## src/rtl/if_stage.sv

```systemverilog
// rtl/if_stage.sv - instruction-fetch stage: PC, IF/ID register, redirect, stall and ebreak halt
module if_stage #(
  parameter logic [31:0] RESET_PC = 32'h0000_2000,
  parameter logic [31:0] NOP      = 32'h0000_0013,
  parameter logic [31:0] EBREAK   = 32'h0010_0073
) (
  input  logic        clk,
  input  logic        rst,
  output logic [31:0] pc,
  input  logic [31:0] ir_in,
  input  logic        stall,
  input  logic        redirect,
  input  logic [31:0] redirect_pc,
  output logic        id_valid,
  output logic [31:0] id_pc,
  output logic [31:0] id_ir,
  output logic [31:0] id_pc_plus4,
  output logic        misalign,
  output logic        halted,
  output logic [31:0] fetch_count
);

  typedef enum logic {RUN = 1'b0, HALT = 1'b1} state_t;

  state_t state_q;
  state_t state_d;

  always_ff @(posedge clk) begin
    if (rst) begin
      state_q <= RUN;
    end else begin
      state_q <= state_d;
    end
  end

  // A redirect always returns to RUN so a wrong-path ebreak never sticks.
  always_comb begin
    state_d = state_q;
    if (redirect) begin
      state_d = RUN;
    end else if (!stall && state_q == RUN && ir_in == EBREAK) begin
      state_d = HALT;
    end
  end

  always_comb begin
    halted      = (state_q == HALT);
    id_pc_plus4 = id_pc + 32'd4;
  end

  always_ff @(posedge clk) begin
    if (rst) begin
      pc          <= RESET_PC;
      id_valid    <= 1'b0;
      id_pc       <= 32'd0;
      id_ir       <= NOP;
      misalign    <= 1'b0;
      fetch_count <= 32'd0;
    end else if (redirect) begin
      pc       <= {redirect_pc[31:2], 2'b00};
      id_valid <= 1'b0;
      id_ir    <= NOP;
      misalign <= |redirect_pc[1:0];
    end else begin
      misalign <= 1'b0;
      if (!stall) begin
        if (state_q == RUN) begin
          id_pc       <= pc;
          id_ir       <= ir_in;
          id_valid    <= 1'b1;
          fetch_count <= fetch_count + 32'd1;
          if (ir_in != EBREAK) begin
            pc <= pc + 32'd4;
          end
        end else begin
          id_valid <= 1'b0;
          id_ir    <= NOP;
        end
      end
    end
  end

endmodule

```

## config.mk

```make
export PLATFORM = sky130hd
export DESIGN_NAME = if_stage
export DESIGN_NICKNAME = d
export VERILOG_FILES = /design/src/rtl/if_stage.sv
export SDC_FILE = /design/constraint.sdc
export NUM_CORES = 1
export LEC_CHECK = 0
export CAP_MARGIN = 20
export CORE_MARGIN = 3
export CORE_UTILIZATION = 40
export DETAILED_ROUTE_END_ITERATION = 7
export MAX_ROUTING_LAYER = met4
export PLACE_DENSITY = 0.82
export RECOVER_POWER = 50
export SLEW_MARGIN = 20
export SYNTH_ARGS = -nofsm -noshare
export SYNTH_HDL_FRONTEND = slang
export SYNTH_SLANG_ARGS = --single-unit
```

## constraint.sdc

```tcl
create_clock -name clk -period 2.26 [get_ports clk]
set_input_delay 0.678 -clock clk [delete_from_list [all_inputs] [get_ports clk]]
set_output_delay 0.678 -clock clk [all_outputs]
set_load 0.1 [all_outputs]
```

After elaboration in Yosys (flattened, before gate mapping)
Cells that the tools add are included.
{"block": "totals", "output_inout_bits": 163, "inputBits": 68, "word_cells": 34, "ff_bits": 131}
{"block": "op_classes", "eq_ne": 4, "mux": 6, "bitwise_logic": 3, "n_reduce_logical": 10, "n_addsub": 3}
{"cell": "$mux 32", "count": 5}
{"cell": "$add 32x3->32 const B", "count": 2}
{"cell": "$add 32x1->32 const B", "count": 1}
{"cell": "$eq 32x21->1 const B", "count": 1}
{"cell": "$ne 32x21->1 const B", "count": 1}
{"cell": "$reduce_and 3->1", "count": 3}
{"cell": "$reduce_or 2->1", "count": 3}
{"cell": "$not 1->1", "count": 3}
{"cell": "$logic_and 1x1->1", "count": 2}
{"cell": "$ne 2x1->1 const B", "count": 1}
{"cell": "$ne 2x2->1 const B", "count": 1}
{"cell": "$reduce_bool 2->1", "count": 1}
{"cell": "$logic_not 1->1", "count": 1}
{"cell": "$mux 1", "count": 1}

Depth between registers and ports, before layout
Gate-level depths: netlist (run 1).
{"block": "depth", "depth_word": 5, "ltp_mapped": 8, "depth_no_buf": 6}

Least setup slack after synthesis (run 1)
Ideal clock, no wire load.
{"block": "synth_timing", "kind": "register to output", "from": "register id_pc[11]", "to": "output port id_pc_plus4[26]", "path_buffers": 1, "slack_ns": -2.116, "stages_incl_launch_ff": 7, "required_time_ns": 1.582, "t_arrival_ns": 3.698, "cell_sequence": "dfxtp_1 nand3_1 nor3_1 and2_1 clkbuf_1 nand4_1 xnor2_1"}
{"block": "synth_between", "elab_chain_cells": 1}
{"item": "from (decl)", "line": "15", "text": "output logic [31:0] id_pc,"}
{"item": "from (signal assigned)", "line": "68", "text": "id_pc <= pc;"}
{"item": "$add 32x3->32", "line": "48", "text": "id_pc_plus4 = id_pc + 32'd4;"}
{"item": "to (decl)", "line": "17", "text": "output logic [31:0] id_pc_plus4,"}
Every way passes these cells.

Worst setup path in the final report (run 1)
{"block": "layout_timing", "from": "register id_pc[16]", "to": "output port id_pc_plus4[27]"}
The elaborated chain is that of the path after synthesis.

==> summary by stage, run 1 <==
Critical path
In this design, the stage delay of the slowest critical-path cell is 0.35 ns. Counting both buffers and inverters, the worst setup path holds a total of 3. In this design, the critical path's most frequently occurring cell is and4_4. Traced cell by cell, the critical path runs through and4_4 -> and4_4 -> nand4_1 -> buf_4 -> nor2_4 -> buf_6 -> xor2_4 -> buf_12. STA classifies the critical path startpoint as a flop. The cell family contributing the most delay on the critical path is simple AND/OR/NAND/NOR gates.

For this design, the slowest cell found on the critical path is dfxtp_4. Of all nets on the critical path, the largest fanout is 3. The endpoint required time on the critical path is 1.58 ns.

The class of the most critical setup path is flop to primary output. STA puts the critical path data arrival time at 2.17 ns. The critical path endpoint category is a primary output.

GRT
The total congestion overflow after global routing is 0. The pin count of the biggest net entering global routing is 35. The number of antenna violations at the first check in global routing was 0. The first-pass GRT wire length is 34400 microns.

For this run, the total global-route usage over all layers was measured as 0.266. The via count of the first global-routing pass is 6560.

Layout
The post-synthesis to final-layout area growth is 85.1%. For this run, the share of the core covered by cells in the final layout is 0.767. The number of nets in the layout is 1116. The final instance area is 0.0113 sq mm. The number of inserted diodes is 0. The fill cell instance count of the final layout is 932. The ratio of cells with drive above 1 in the final layout is 0.440.

Clocking
The number of clock buffers inserted by TritonCTS is 17. Clock tree synthesis selected as its root buffer the cell clkbuf_16. The clock edge transition at the registers on the reported setup and hold paths is 0.05 ns. TritonCTS built the clock tree. The CTS sink count is 127.

The clock passes through at most 2 buffers. The number of levels in the clock H-tree is 4. The number of buffers inserted by hold repair at cts is 0. For the worst-skew pair, the clock arrives at the later sink with an insertion delay of 0.41 ns.

Placed design
The pre-CTS setup slack is -0.673 ns. The post-placement cell area is 0.0102 sq mm. The count of buffers inserted at the top-level ports is 224. Summed over all nets, the half-perimeter wirelength after detailed placement is 16400 microns. The global placement routability congestion is 0.887.

Detailed routing
The first detailed-routing pass ran for 5 iterations. The final wirelength is 22800 microns. The post-detailed-route count of antenna-violating nets is 0. The number of remaining DRC errors is 0. The via-per-instance ratio is 5.57. The iteration-0 DRC count of the detailed router is 381. The final routed wire length divided by cell count is 18.4 microns. Detailed routing inserted a total of 6924 vias.

Timing
The worst-case setup margin in the final layout is -0.591 ns. Setup repair after global routing could not meet its margin everywhere. Setup violations remaining at the end of the flow were counted as 31. Hold timing on the final database bottoms out at a slack of 0.466 ns. For the pin with the worst max-slew slack, the measured transition is 0.655 ns. Measured against its own limit, the worst slew margin works out to 0.564. The highest clock rate is 351 MHz. The clock period minus worst slack is 2.85 ns. For the final database, setup skew stands at 0.00680 ns. The number of hold-slack violations in the final timing report is 0.

The max-slew violation count came to 0. The share of the clock period used by the worst path after layout is 1.26.

Power and ir drop
The maximum resistive drop on vdd is 0.545 mV. The design draws 6.58 mW. The leakage power is 4.66 nW. For this design the ratio of total power to cell area is 584 mW/mm^2.

Synth
The synthesis-stage register bit count is 127. For this run, asynchronously set or reset flops after synthesis account for 0. The commonest register cell after synthesis is dfxtp_1. The combined area of all synthesized cells is 0.00609 sq mm. The share of the yosys chip area belonging to registers is 0.418. The number of warnings printed during yosys synthesis is 0.

In this run, distinct cell masters in the synthesized netlist total 56. Synthesis handed over a netlist of 735 instances. Averaged over all synthesized cells, the footprint is 8.28 sq um. Counting flops with a built-in enable in the synthesized netlist gives 0.

Die
The floorplan step defined a die boundary enclosing 0.0167 sq mm. The die extent in x is 129 microns. The die boundary height is 129 microns. The standard cell core area is 0.0147 sq mm. The initial utilization of the core area, before any placement, comes to 0.414. The placement row count is 44.

The number of top-level design ports is 231.

Run status
The flow ran to the end, but the final reports show violations. The checks that failed: setup timing.

Flow run
Max-cap violations in this run came to 0.

Min path
The min-delay analysis places its worst path in the category flop to flop.
worst paths after layout:
path	to	cells after the start	slack, ns	startpoint
worst max register to register	pc[25]$_SDFFE_PP0P_	5	0.18	pc[9]$_SDFFE_PP0P_
worst min-delay path	id_valid$_SDFFE_PP0N_	2	0.47	id_valid$_SDFFE_PP0N_
worst max-delay path	id_pc_plus4[27]	8	-0.59	id_pc[16]$_SDFFE_PP0P_
worst min register to register	id_valid$_SDFFE_PP0N_	2	0.47	id_valid$_SDFFE_PP0N_
worst min-delay path, cell delays in order, from the launching register on:
cell and delay, ns:
dfxtp_1 0.31, nand2_1 0.06, a21oi_1 0.05
through the flow:
step / std cells / setup TNS, ns
floorplan: 740 / -12.24
global placement: 1192 / -19.54
detailed placement: 1192 / -23.03
CTS: 1234 / -10.10
global route: 1242 / -14.28
finish: 1242 / -10.70
synth_stat cells, types with 2 or more instances:
cell type | n | share of area
a311oi_1 | 8 | 0.012
nor3_4 | 2 | 0.0053
buf_2 | 7 | 0.0058
o21ai_0 | 4 | 0.0033
nor2_1 | 86 | 0.053
o211ai_1 | 4 | 0.0049
a31oi_1 | 6 | 0.0062
nor4_1 | 11 | 0.011
clkbuf_1 | 36 | 0.022
a22oi_1 | 29 | 0.036
a21oi_1 | 41 | 0.034
nor3_1 | 14 | 0.012
or3_1 | 5 | 0.0051
a2111oi_0 | 6 | 0.0086
nand4_1 | 19 | 0.020
o22ai_1 | 3 | 0.0031
nor4_4 | 2 | 0.0070
ha_1 | 3 | 0.0062
a211oi_1 | 17 | 0.021
nor3b_1 | 2 | 0.0025
nand2_1 | 107 | 0.066
nand3_1 | 31 | 0.025
nand4bb_1 | 2 | 0.0037
o2111ai_1 | 2 | 0.0029
inv_1 | 14 | 0.0086
dfxtp_1 | 127 | 0.42
and3_1 | 11 | 0.011
and4_1 | 12 | 0.017
or2_2 | 4 | 0.0041
xor2_1 | 16 | 0.023
buf_4 | 6 | 0.0074
o311ai_0 | 5 | 0.0072
o21bai_1 | 2 | 0.0025
or4_1 | 11 | 0.014
xnor2_1 | 48 | 0.069
and2_1 | 5 | 0.0051
o31ai_1 | 8 | 0.0099
flip-flops by register name, indices dropped and copies added (netlist names):
name / count
fetch_count: 32
id_ir: 32
id_pc: 30
id_valid: 1
pc: 30
halted: 1
misalign: 1
per-layer routing:
layer	global-route usage	wire length (microns)
met4	0.103	762
met1	0.318	9130
met2	0.443	11500
met5	-	0
met3	0.0519	1450
repair_timing:
action,4_1_cts,5_1_grt
endpoints found under the setup margin,41,49
setup buffers,11,8
pin swaps,25,31
gates resized for setup,36,59
cloned,0,1
power breakdown:
| group | switching [mW] | internal [mW] |
|---|---|---|
| clock | 0.944 | 1.73 |
| sequential | 0.0953 | 2.30 |
| combinational | 1.04 | 0.468 |
cells by family after synthesis:
logic type	count (synthesis)	share of synthesized area
adder cells (fa/ha/maj)	3	0.00617
flip-flops	127	0.418
other	1	0.000616
AND/OR/NAND/NOR	333	0.277
buffers and inverters	67	0.0495
XOR/XNOR	64	0.0921
AO/OA/AOI/OAI	140	0.157
placed cells by master, fill, tap and decap left out, drive strengths merged, types with 11 or more instances in the layout:
master / count
buf: 233
xor2: 16
a211oi: 17
or4: 12
dfxtp: 127
and4: 12
and3: 11
a21oi: 41
nand3: 31
inv: 15
nor3: 16
clkbuf: 64
nor4: 13
nor2: 86
nand2: 107
a22oi: 29
nand4: 21
xnor2: 48
dlymetal6s2s: 21
clkdlybuf4s50: 40
cell type report:
cell class                      count  area (sq um)  area share
Tap cell                          184           230      0.0204
Clock inverter                      7          85.1     0.00755
Multi-Input combinational cell    546          4230       0.375
Timing Repair Buffer              338          3480       0.309
Clock buffer                       25           495      0.0440
Inverter                           15          56.3     0.00500
Sequential cell                   127          2700       0.239
No activity file was read; power rests on OpenSTA's default activity.
==> run 2, diff against run 1 <==
--- a/config.mk
+++ b/config.mk
@@ -9,9 +9,11 @@
 export CORE_MARGIN = 3
 export CORE_UTILIZATION = 40
 export DETAILED_ROUTE_END_ITERATION = 7
+export DONT_BUFFER_PORTS = 1
 export MAX_ROUTING_LAYER = met4
-export PLACE_DENSITY = 0.82
+export PLACE_DENSITY = 0.61
 export RECOVER_POWER = 50
+export SETUP_SLACK_MARGIN = 0.15
 export SLEW_MARGIN = 20
 export SYNTH_ARGS = -nofsm -noshare
 export SYNTH_HDL_FRONTEND = slang
==> constraint.sdc (replaced) <==
create_clock -name clk -period 2.26 [get_ports clk]
set_input_delay 0.452 -clock clk [delete_from_list [all_inputs] [get_ports clk]]
set_output_delay 0.452 -clock clk [all_outputs]
set_load 0.1 [all_outputs]
==> run 2 against run 1 <==
The run still ends with setup timing left. Critical path type unchanged. Final cell count down 12%. Power down 1.2%. Routed wire length down 14%. Cell area down 16%. Sequential power down 2%. Core utilization down 13 points. Largest power group unchanged.
==> summary by stage, run 2 (synthesized netlist as in run 1, its figures left out) <==
Placed design
The count of buffers inserted at the top-level ports was 0 (-100%). The pre-CTS setup slack is 0.0149 ns (+0.688 ns). The estimated wirelength of the detail-placed design is 15000 microns (-8.3%). The post-placement cell area was 0.00858 sq mm (-16%). The instance count after placement with tap cells included is 1045 (-12%). The global placement routability congestion was 0.856 (-3.5%).

Timing
The worst-case setup margin in the final layout was -0.252 ns (+0.339 ns). The worst slew margin relative to its limit is 0.134 (-0.429). The max-slew violation count was 0 (unchanged).

The final number of setup-violating endpoints is 28 (-9.7%). The clock period minus worst slack is 2.51 ns (-0.339 ns). The clock tree skew after final layout is 0.00979 ns (+0.00299 ns). The slew at the pin closest to its max-slew limit is 1.30 ns (+0.644 ns). Setup repair after global routing could not meet its margin everywhere. The highest clock rate is 398 MHz (+13%).

The number of hold-slack violations in the final timing report is 0 (unchanged). The share of the clock period used by the worst path after layout is 1.11 (-0.150).

Clocking
The CTS sink count came to 127 (unchanged). CTS placed an instance of clkbuf_16 at the clock tree root. The clock edge transition at the registers on the reported setup and hold paths is 0.06 ns (about the same). The CTS tree is yes. The number of clock buffers inserted by TritonCTS is 17 (unchanged). The number of levels in the clock H-tree is 4 (unchanged). The worst-skew pair later-pin latency was 0.41 ns (about the same).

The worst-case clock buffer depth is 2 (unchanged).

Layout
The sequential standard cell area came to 0.00276 sq mm (+2.1%). The largest registers in the layout are fetch_count (32), id_ir (32). The post-synthesis to final-layout area growth is 54.8%.

The number of inserted diodes is 0 (unchanged). The number of nets in the layout was 971 (-13%). The non-filler instance count after layout is 1097 (-12%). The top cell types in the final layout, fill and taps aside, are 102 x nand2_1, 89 x buf_4, 82 x nor2_1, 58 x clkbuf_2, 49 x dfxtp_1. The final instance area was 0.00942 sq mm (-16%). The library cell used most frequently in the layout, excluding fill and tap cells, is nand2_1.

The ratio of cells with drive above 1 in the final layout is 0.410 (-0.0299). The multi-input logic area came to 0.00401 sq mm (-5.1%). The fill cell instance count of the final layout was 1218 (+31%).

Die
The number of top-level design ports is 231 (unchanged). The die boundary height is 129 microns (unchanged). The initial core utilization is 0.414 (unchanged). The standard cell core area is 0.0147 sq mm (unchanged). The die extent in x was 129 microns (unchanged).

The placement row count is 44 (unchanged). The area of the die is 0.0167 sq mm (unchanged).

Min path
The class of the most critical hold timing path is input pin to flop.

Run status
The final reports fail on setup timing. The flow ran to the end, but the final reports show violations.

Flow run
The number of max-cap violations was 0 (unchanged).

Detailed routing
The post-detailed-route count of antenna-violating nets is 0 (unchanged). The via-per-instance ratio is 5.56 (-0.34%). The first-pass iteration count of the detailed router is 5 (unchanged). The final wirelength is 19700 microns (-14%).

The number of remaining DRC errors came to 0 (unchanged). The iteration-0 DRC count of the detailed router is 376 (-1.3%). The final routed wire length divided by cell count is 18.0 microns (-2.4%). The detailed-route via count is 6095 (-12%).

Critical path
The class of the most critical setup path is flop to primary output. Grouping stages by cell kind, the critical path spends the most delay in simple AND/OR/NAND/NOR gates. The endpoint required time on the critical path is 1.81 ns (+0.23 ns).

The highest net fanout along the worst path came to 4 (+1). The critical path endpoint category is a primary output. The worst setup path is launched from a flop. The maximum single-stage delay on the critical path was 0.34 ns (about the same). The slowest stage of the critical path belongs to the cell dfxtp_4. The data arrival time of the critical path was 2.06 ns (-0.11 ns).

The number of buffers and inverters on the critical path is 2 (-1). The signal on the critical path passes through and3_4 -> and4_4 -> nand4_1 -> buf_6 -> nor3_4 -> xor2_4 -> buf_12.

GRT
The total congestion overflow after global routing is 0 (unchanged). The global-route met2 utilization is 0.384 (-0.0582). The met3 routing resource usage after global routing is 0.0730 (+0.0210). In this run the most used layer during global routing was met2. The first-pass GRT wire length was 31200 microns (-9.3%). The pin count of the biggest net entering global routing is 97 (+180%). The number of antenna violations at the first check in global routing is 0 (unchanged). The overall routing resource usage is 0.240 (-0.0255). The via count of the first global-routing pass was 6050 (-7.8%).

The met1 capacity usage during global routing is 0.296 (-0.0222).

Power and ir drop
The switching part of the total is 0.306 (-0.0100). The leakage power came to 3.67 nW (-21%). The share of total power in sequential cells is 0.360 (-0.004).

The share of power burned in combinational logic was 0.185 (-0.044). The total power consumption of the routed design is 6.51 mW (-1.2%). The cell-internal power is 4.52 mW (+0.29%).

The power per standard cell area is 691 mW/mm^2 (+18%). The maximum resistive drop on vdd is 0.375 mV (-31%). The power dissipated by switching net loads was 1.99 mW (-4.3%). The relative contribution of the clock network to total power came to 0.455 (+0.049).
[run 2: cell types whose count changed in the layout (fill, tap and decap cells not counted), sizes merged, moves of 2 or more]
cell           before  now
buf               233  134
clkbuf             64   85
clkdlybuf4s50      40    0
clkinv              5    3
dlygate4sd2         4    0
dlymetal6s2s       21    0
[run 2: layer usage]
| layer | vias up | routed length [microns] |
|---|---|---|
| met5 | - | 0 |
| met4 | 0 | 272 |
| met3 | 22 | 1870 |
| met2 | 256 | 9440 |
| met1 | 2857 | 8100 |
| li1 | 2960 | - |
[run 2: power groups by stage]
stage	clock network, mW	logic, mW	registers [mW]
after floorplan	0	0.416	2.96
after detailed placement	0	1.22	2.38
after global routing	3.11	1.25	2.35
after global placement	0	1.21	2.38
after CTS	3.02	1.23	2.34
final	2.96	1.21	2.34
[run 2: final timing paths]
path	endpoint	start	cells past startpoint	slack, ns
min reg2reg	id_pc[13]$_SDFFE_PP0P_	pc[13]$_SDFFE_PP1P_	2	0.50
max reg2reg	pc[28]$_SDFFE_PP0P_	pc[4]$_SDFFE_PP0P_	6	-0.05
max	id_pc_plus4[31]	id_pc[4]$_SDFFE_PP0P_	7	-0.25
min	fetch_count[20]$_SDFFE_PP0P_	rst	1	0.11
[run 2: timing repair]
| item | in CTS | in global routing |
|---|---|---|
| gates resized for setup | 32 | 16 |
| pin swaps | 15 | 12 |
| buffers inserted | 13 | 7 |
| hold buffers | 0 | 0 |
| endpoints found under the hold margin | 0 | 0 |
| endpoints found under the setup margin | 25 | 38 |
[run 2: area by class of cell]
class | count | area share
inverter | 15 | 0.00598
clock inverter | 6 | 0.00903
multi-input combinational | 546 | 0.425
timing repair buffer | 193 | 0.182
clock buffer | 26 | 0.0609
sequential | 127 | 0.292
tap | 184 | 0.0244
[run 2: stage by stage]
stage                     setup TNS [ns]  utilization  hold WS (ns)
after floorplan                    -6.66            -         0.560
after global placement                 0        0.584         0.482
after detailed placement               0        0.584         0.487
after CTS                          -3.46        0.645        0.0893
after global routing               -6.72        0.641        0.0908
final                              -3.44        0.641         0.113
==> run 3, diff against run 2 <==
--- a/config.mk
+++ b/config.mk
@@ -6,12 +6,14 @@
 export NUM_CORES = 1
 export LEC_CHECK = 0
 export CAP_MARGIN = 20
+export CELL_PAD_IN_SITES_DETAIL_PLACEMENT = 0
+export CELL_PAD_IN_SITES_GLOBAL_PLACEMENT = 1
 export CORE_MARGIN = 3
-export CORE_UTILIZATION = 40
+export CORE_UTILIZATION = 35
 export DETAILED_ROUTE_END_ITERATION = 7
 export DONT_BUFFER_PORTS = 1
 export MAX_ROUTING_LAYER = met4
-export PLACE_DENSITY = 0.61
+export PLACE_DENSITY = 0.64
 export RECOVER_POWER = 50
 export SETUP_SLACK_MARGIN = 0.15
 export SLEW_MARGIN = 20
==> run 3 against run 2 <==
The flow still finishes with violations (setup timing). Count of clock-buffer cells in the layout decreased by 5. Routed wire length increased by 3.8%. Critical endpoint unchanged. Fmax increased by 0.98%. Largest power group unchanged. Largest cell class unchanged. Critical path type unchanged.
==> summary by stage, run 3 (synthesized netlist as in run 1, its figures left out) <==
Timing
The share of the clock period used by the worst path after layout was 1.10 (-0.0108). The final number of setup-violating endpoints came to 21 (-25%). The worst-case setup margin in the final layout is -0.228 ns (+0.0244 ns). The summed negative setup slack over all endpoints is -3.51 ns (-0.0724 ns). The slew at the pin closest to its max-slew limit is 0.951 ns (-0.348 ns). The clock tree skew after final layout is 0.00551 ns (-0.00428 ns). The clock period minus worst slack was 2.49 ns (-0.0244 ns). The highest clock rate is 402 MHz (+0.98%).

Setup repair after global routing could not meet its margin everywhere. The max-slew violation count was 0 (unchanged). The number of hold-slack violations in the final timing report was 0 (unchanged). The worst slew margin relative to its limit was 0.366 (+0.232).

Clocking
The clock edge transition at the registers on the reported setup and hold paths is 0.05 ns (about the same). The CTS tree is yes. The number of clock buffers inserted by TritonCTS is 17 (unchanged).

The CTS sink count is 127 (unchanged). The number of buffers inserted by hold repair at cts is 0 (unchanged). The worst-case clock buffer depth came to 2 (unchanged). The worst-skew pair later-pin latency came to 0.42 ns (about the same).

The cell at the root of the clock tree is clkbuf_16. The number of levels in the clock H-tree was 4 (unchanged).

Layout
Relative to the synthesized area, the layout overhead comes to 55.4%. The ratio of cells with drive above 1 in the final layout is 0.412 (+0.00193). The fill cell instance count of the final layout is 1495 (+23%). The number of nets in the layout is 974 (+0.31%). The sequential standard cell area is 0.00276 sq mm (unchanged). The final instance area is 0.00946 sq mm (+0.41%). The most common cell after layout, fill and taps aside is nand2_1. The post-route core utilization is 0.563 (-0.0785). The multi-input logic area is 0.00401 sq mm (about the same).

The number of inserted diodes is 0 (unchanged). The largest registers in the layout are fetch_count (32), id_ir (32). In the layout the commonest cells are 102 x nand2_1, 87 x buf_4, 82 x nor2_1, 63 x clkbuf_2, 49 x dfxtp_1.

Critical path
STA classifies the critical path endpoint as a primary output. The maximum single-stage delay on the critical path is 0.34 ns (about the same). The number of buffers and inverters on the critical path is 2 (unchanged). The count of cells along the worst register-to-register path is 5 (-1). The cell with the largest stage delay on the worst path is dfxtp_4. The reg-to-reg startpoint is pc[13]$_SDFFE_PP1P_.

The endpoint required time on the critical path was 1.81 ns (about the same). The kind of cell adding the most delay to the critical path is simple AND/OR/NAND/NOR gates. The critical path is of the flop to primary output type.

In this run the critical register-to-register path is captured at pc[19]$_SDFFE_PP0P_. The highest net fanout along the worst path is 4 (unchanged). Traced cell by cell, the critical path runs through and3_4 -> and4_4 -> nand4_1 -> buf_6 -> nor3_4 -> xor2_4 -> buf_12. The data arrival time of the critical path is 2.04 ns (-0.02 ns). The worst setup path is launched from a flop. The setup slack on the worst flop-to-flop path came to 0.01 ns (+0.06 ns).

Die
The placement row count came to 47 (+6.8%). The die extent in x was 138 microns (+6.6%). The die boundary height is 138 microns (+6.6%). The number of top-level design ports is 231 (unchanged). The standard cell core area is 0.0168 sq mm (+14%).

The area of the die is 0.0190 sq mm (+14%). The initial core utilization is 0.362 (-0.0522).

Flow run
The number of max-cap violations came to 0 (unchanged).

Power and ir drop
The total power consumption of the routed design was 6.35 mW (-2.4%). The maximum resistive drop on vdd is 0.374 mV (-0.29%). The cell-internal power is 4.35 mW (-3.6%). The share of power burned in combinational logic was 0.191 (+0.006). The leakage power is 3.67 nW (about the same). The switching part of the total is 0.315 (+0.00897). The power dissipated by switching net loads was 2.00 mW (+0.49%). The share of total power in sequential cells is 0.368 (+0.008). The power per standard cell area is 671 mW/mm^2 (-2.8%).

The relative contribution of the clock network to total power came to 0.441 (-0.014).

GRT
The overall routing resource usage came to 0.221 (-0.0194). The pin count of the biggest net entering global routing came to 97 (unchanged). The number of antenna violations at the first check in global routing is 0 (unchanged). The first-pass GRT wire length came to 32200 microns (+3.1%). The total congestion overflow after global routing is 0 (unchanged).

The via count of the first global-routing pass is 5975 (-1.2%).

Detailed routing
The final wirelength came to 20400 microns (+3.8%). The number of remaining DRC errors is 0 (unchanged). The detailed-route via count is 6101 (+0.098%). The iteration-0 DRC count of the detailed router is 323 (-14%). The first-pass iteration count of the detailed router came to 5 (unchanged).

The post-detailed-route count of antenna-violating nets was 0 (unchanged). The via-per-instance ratio is 5.37 (-3.3%). The final routed wire length divided by cell count is 18.0 microns (+0.23%).

Placed design
The global placement routability congestion is 0.816 (-4.7%). The post-placement cell area is 0.00865 sq mm (+0.88%). The estimated wirelength of the detail-placed design is 15300 microns (+1.9%). The count of buffers inserted at the top-level ports is 0 (unchanged).

Run status
The run finished, with violations left. The final reports fail on setup timing.

Min path
The worst min-delay path startpoint is rst. The path with the worst hold slack has its endpoint at fetch_count[6]$_SDFFE_PP0P_. The hold-critical path depth is 1 (unchanged). The tightest min-delay check is of the input pin to flop type.
## run 3: cell count changes in the layout (fill, tap and decap cells not counted), sizes merged
cell / change
clkinv: +2
clkbuf: -1
bufinv: +1
inv: +1
buf: -1
clkinvlp: +1
## run 3: area by class of cell
class | instances | share of cell area
clock inverter | 11 | 0.0143
inverter | 15 | 0.00595
multi-input combinational | 546 | 0.424
sequential | 127 | 0.291
timing repair buffer | 196 | 0.186
tap | 220 | 0.0291
clock buffer | 21 | 0.0497
## run 3: power by group through the flow
stage / combinational (mW) / sequential [mW] / clock [mW]
after global placement: 1.21 / 2.38 / 0
after detailed placement: 1.22 / 2.39 / 0
final: 1.21 / 2.34 / 2.80
after floorplan: 0.416 / 2.96 / 0
after CTS: 1.23 / 2.34 / 2.87
after global routing: 1.26 / 2.35 / 2.97
## run 3: how the worst max path moves through the flow
stage	from	to	slack, ns	depth (start not counted)
global route	id_pc[6]$_SDFFE_PP0P_	id_pc_plus4[26]	-0.32	6
floorplan	id_pc[16]$_SDFFE_PP0P_	id_pc_plus4[27]	-0.53	5
CTS	id_pc[4]$_SDFFE_PP0P_	id_pc_plus4[31]	-0.26	7
finish	id_pc[4]$_SDFFE_PP0P_	id_pc_plus4[31]	-0.23	7
global placement	id_pc[4]$_SDFFE_PP0P_	id_pc_plus4[27]	0.09	6
detailed placement	ir_in[30]	pc[11]$_SDFFE_PP0P_	0.04	7
## run 3: metrics by stage
stage,hold WS (ns),instances,setup slack [ns]
after floorplan,0.560,740,-0.528
after global placement,0.470,1085,0.0909
after detailed placement,0.482,1085,0.0423
after CTS,0.0753,1129,-0.256
after global routing,0.0746,1136,-0.315
final,0.108,1136,-0.228
## run 3: routing by layer
layer,global-route usage,vias up,wire [microns],part of all wire
met5,-,-,0,0
li1,-,2983,-,-
met1,0.279,2852,8660,0.42
met2,0.346,239,9710,0.47
met3,0.0613,27,1700,0.083
met4,0.0697,0,364,0.018
## run 3: worst register-to-register path, cell delays in order, from the launching register on
cell	delay, ns
dfxtp_2	0.32
clkbuf_2	0.53
nand3_1	0.25
a2111oi_0	0.67
xnor2_1	0.12
a211oi_1	0.27
## run 3: repair_timing
item / CTS / global route
resized for setup: 27 / 20
pin swaps: 14 / 13
setup buffers: 12 / 7
setup endpoints to repair: 25 / 27
==> patch 1: new RTL, config.mk and constraints of run 3 <==
Make the reset (`rst`) asynchronous in 2 clocked blocks.
--- a/src/rtl/if_stage.sv
+++ b/src/rtl/if_stage.sv
@@ -25,7 +25,7 @@
   state_t state_q;
   state_t state_d;
 
-  always_ff @(posedge clk) begin
+  always_ff @(posedge clk or posedge rst) begin
     if (rst) begin
       state_q <= RUN;
     end else begin
@@ -48,7 +48,7 @@
     id_pc_plus4 = id_pc + 32'd4;
   end
 
-  always_ff @(posedge clk) begin
+  always_ff @(posedge clk or posedge rst) begin
     if (rst) begin
       pc          <= RESET_PC;
       id_valid    <= 1'b0;
Check against the original RTL: differs if rst is asserted again (counterexample within 4 cycles, from zero or initial values and one cycle with rst high); with rst held inactive, the same outputs for 4 cycles.
==> patch 1 against run 3 <==
Non-clock buffer count grew 12; area after synthesis increased by 6.8%; die area up 6.5%; the flow finishes with violations (max-capacitance violations, max-slew violations, negative setup slack); final area increased by 5.0%; highest routed layer unchanged; critical path type unchanged; clock skew increased by 0.0021 ns; sequential cell count stayed put; routed wire length grew 4.3%; worst setup slack lost 0.089 ns.
Power is not compared: it rests on default switching activity, and its combinational part moved more than twofold at a synthesized area within 25%.
==> patch 1: results <==
outcome:
  status: "finished with violations"
  violations: "max-capacitance violations, max-slew violations, negative setup slack"
worst_setup_path:
  r2r-end: "fetch_count[17]"
  crit_arrival_ns: 2.12
  crit_start: "id_pc[14]"
  crit_path_end: "id_pc_plus4[22]"
  regToRegSetupSlack_ns: 0.16
  crit_path_max_incr_delay_ns: 0.37
  crit_slowest_cell: "dfrtp_2"
finish:
  nClkBuffers: 18
  layoutNonFillerInstCount: 1113
  nFillCells: 1583
  buf_share_pct: 18.75
  seq_area_sq_um: 3266
  n_all_buffers: 208
  final-clk-cell-share_pct: 5.968
  num-nonclk-inverters: 13
  drive_gt1_share_pct: 44.39
  antennaDiodeCount: 1
  nMultiInputCombCells: 503
  multi_input_area_share_pct: 39.02
  final_area_sq_um: 9938
synthesis:
  synth_compound_area_share_pct: 13.03
  synth_area_per_cell_sq_um: 9.491
  synthAdderAreaFrac_pct: 0.5774
  seq_area_frac_synth_pct: 48.96
  ys_top_cells_by_area: "dfrtp_1 47%, nand2_1 7.1%, xnor2_1 5.8%, a22o_1 3.9%, nand4_1 3.4%"
  synthMuxAreaShare_pct: 1.386
  async_flop_share_pct: 100.0
  synth_xor_area_share_pct: 7.814
  synth-main-ff-cell: "dfrtp_1"
routing:
  wl_met1_um: 9355
  met3_length_um: 1575
  wl_met2_um: 10190
sta:
  hold_ws_ns: 0.1300
  worst_slack_ns: -0.3165
  slew_violations: 33
  setup-violations-final: 21
  slew_headroom_pct: -1.841
  clock_skew_ns: 0.007660
job:
  drv_cap: 1
place:
  place_congestion: 0.8524
  dp_slack_ns: -0.1359
  placed_cell_area_sq_um: 9161
  dpl.hpwl_um: 16200
min_path:
  min_to: "halted"
  worstHoldStart: "stall"
global_route:
  grt_pass1_wl_um: 33710
  antenna_found_initial: 1
  track_usage_pct: 21.74
die:
  die_area_sq_um: 20250
patch 1: cell count changes after synthesis, moves of 27 or more:
| cell | delta |
|---|---|
| dfxtp_1 | -127 |
| o21ai_0 | +28 |
| nor2_1 | -60 |
| a22oi_1 | -27 |
| a22o_1 | +29 |
| dfrtp_1 | +123 |
patch 1: power groups by stage:
stage,clock network (mW),logic [mW],registers [mW]
2_1_floorplan,0,1.43,4.54
3_3_place_gp,0,4.22,2.77
3_5_place_dp,0,4.26,2.78
4_1_cts,2.80,4.36,2.75
5_1_grt,2.91,4.45,2.78
6_report,2.73,4.30,2.75
patch 1: repair_timing:
item	in CTS	in global routing
setup buffers	12	8
gates resized for setup	40	8
pin swaps	21	10
gates cloned	0	0
hold buffers	1	0
endpoints found under the hold margin	16	0
setup endpoints to repair	26	29
patch 1: per-layer routing:
metal	up-vias	track usage [%]
li1	2844	-
met1	2947	28.49
met2	212	33.29
met3	13	6.720
met4	0	5.103
met5	-	-
==> patch 2: new RTL, settings of run 3 <==
Made on the original files. Change the parameter `EBREAK` from 32'h0010_0073 to 32'h00080039.
--- a/src/rtl/if_stage.sv
+++ b/src/rtl/if_stage.sv
@@ -2,7 +2,7 @@
 module if_stage #(
   parameter logic [31:0] RESET_PC = 32'h0000_2000,
   parameter logic [31:0] NOP      = 32'h0000_0013,
-  parameter logic [31:0] EBREAK   = 32'h0010_0073
+  parameter logic [31:0] EBREAK   = 32'h00080039
 ) (
   input  logic        clk,
   input  logic        rst,
Behaviour: not the same (Yosys sat finds a counterexample within 4 cycles, from zero or initial values and one cycle with rst high).
==> patch 2 against run 3 <==
The flow still finishes with violations (negative setup slack); hold slack lost 0.0061 ns; final area rose by 4.2%; routed wire length grew 2.4%; register-to-register slack lost 0.05 ns; count of clock-buffer cells in the layout unchanged; worst setup slack worse by 0.045 ns; total power fell by 2.5%; synthesized cell count is 2.0% higher; cell count rose by 2.3%; sequential cell count unchanged; area after synthesis increased by 0.10%.
==> patch 2: results <==
place:
  dpl.hpwl_um: 15530
  dp_slack_ns: 0.05095
  placed_cell_area_sq_um: 8738
  dp.cells: 1104
  place_congestion: 0.8350
global_route:
  grt_max_degree: 87
  track_usage_pct: 22.13
  grt_pass1_vias: 6085
  grt_pass1_wl_um: 32310
  antenna_found_initial: 1
finish:
  drive_gt1_share_pct: 42.30
  layoutNonFillerInstCount: 1162
  fin_nets: 999
synthesis:
  seq_area_frac_synth_pct: 41.72
  ys_top_cells_by_area: "dfxtp_1 42%, xnor2_1 6.5%, nand2_1 6.2%, nor2_1 5.2%, a21oi_1 3.6%"
  syn-instance-count: 750
  synthAdderAreaFrac_pct: 0.6159
  synth_xor_area_share_pct: 9.054
  synthMuxAreaShare_pct: 0.6775
  ys_types: 56
  synth_compound_area_share_pct: 15.77
  synthTopCellsByCount: "127 x dfxtp_1, 101 x nand2_1, 84 x nor2_1"
pwr:
  peakVddDrop_mv: 0.5897
  power_mw: 6.194
  p_int_mw: 4.145
  leakagePower_nw: 3.882
  p_comb_mw: 1.30
  clkPwrFrac_pct: 41.0
sta:
  clock_skew_ns: 0.007526
  setup-violations-final: 23
  slew_headroom_pct: 9.921
  worst_slack_ns: -0.2725
  finalSetupTns_ns: -2.750
clock_network:
  ctsResizeCount: 58
  cts_setup_buffers: 13
  cts-root-buf: "clkbuf_16"
worst_setup_path:
  reg2reg_depth: 6
  crit_path_max_fanout: 6
  crit_path_max_incr_delay_ns: 0.36
routing:
  drt_wl_total_um: 20920
  dr.pass1.iters: 4
  drt_iter0_drc: 318
  vias_per_cell: 5.402
outcome:
  violations: "negative setup slack"
  status: "finished with violations"
-- patch 2: cell type report --
cell class	count	area, sq um
Clock buffer	21	460.4
Timing Repair Buffer	210	2067
Multi-Input combinational cell	554	4140
Clock inverter	11	87.58
Antenna cell	1	2.502
Fill cell	1482	6962
Inverter	18	67.56
Tap cell	220	275.3
Sequential cell	127	2756
-- patch 2: path summary, 6_finish.rpt --
check / startpoint / end / slack [ns]
worst min register to register: pc[22] / id_pc[22] / 0.48
worst max register to register: halted / fetch_count[28] / -0.04
worst max-delay path: id_pc[13] / id_pc_plus4[29] / -0.27
worst min-delay path: rst / fetch_count[5] / 0.10
-- patch 2: layer usage --
layer	part of all wire (%)	track usage, %	vias up
met3	9.4	7.075	30
met4	1.9	7.409	0
met2	49	35.39	225
met5	0	-	-
li1	-	-	3038
met1	40	26.52	2984
-- patch 2: worst max-delay path, delay by kind of cell (launching register included) --
family	cells	cell delay [ns]
flip-flops	1	0.36
AND/OR/NAND/NOR	4	0.60
buffers and inverters	4	0.52
XOR/XNOR	1	0.17
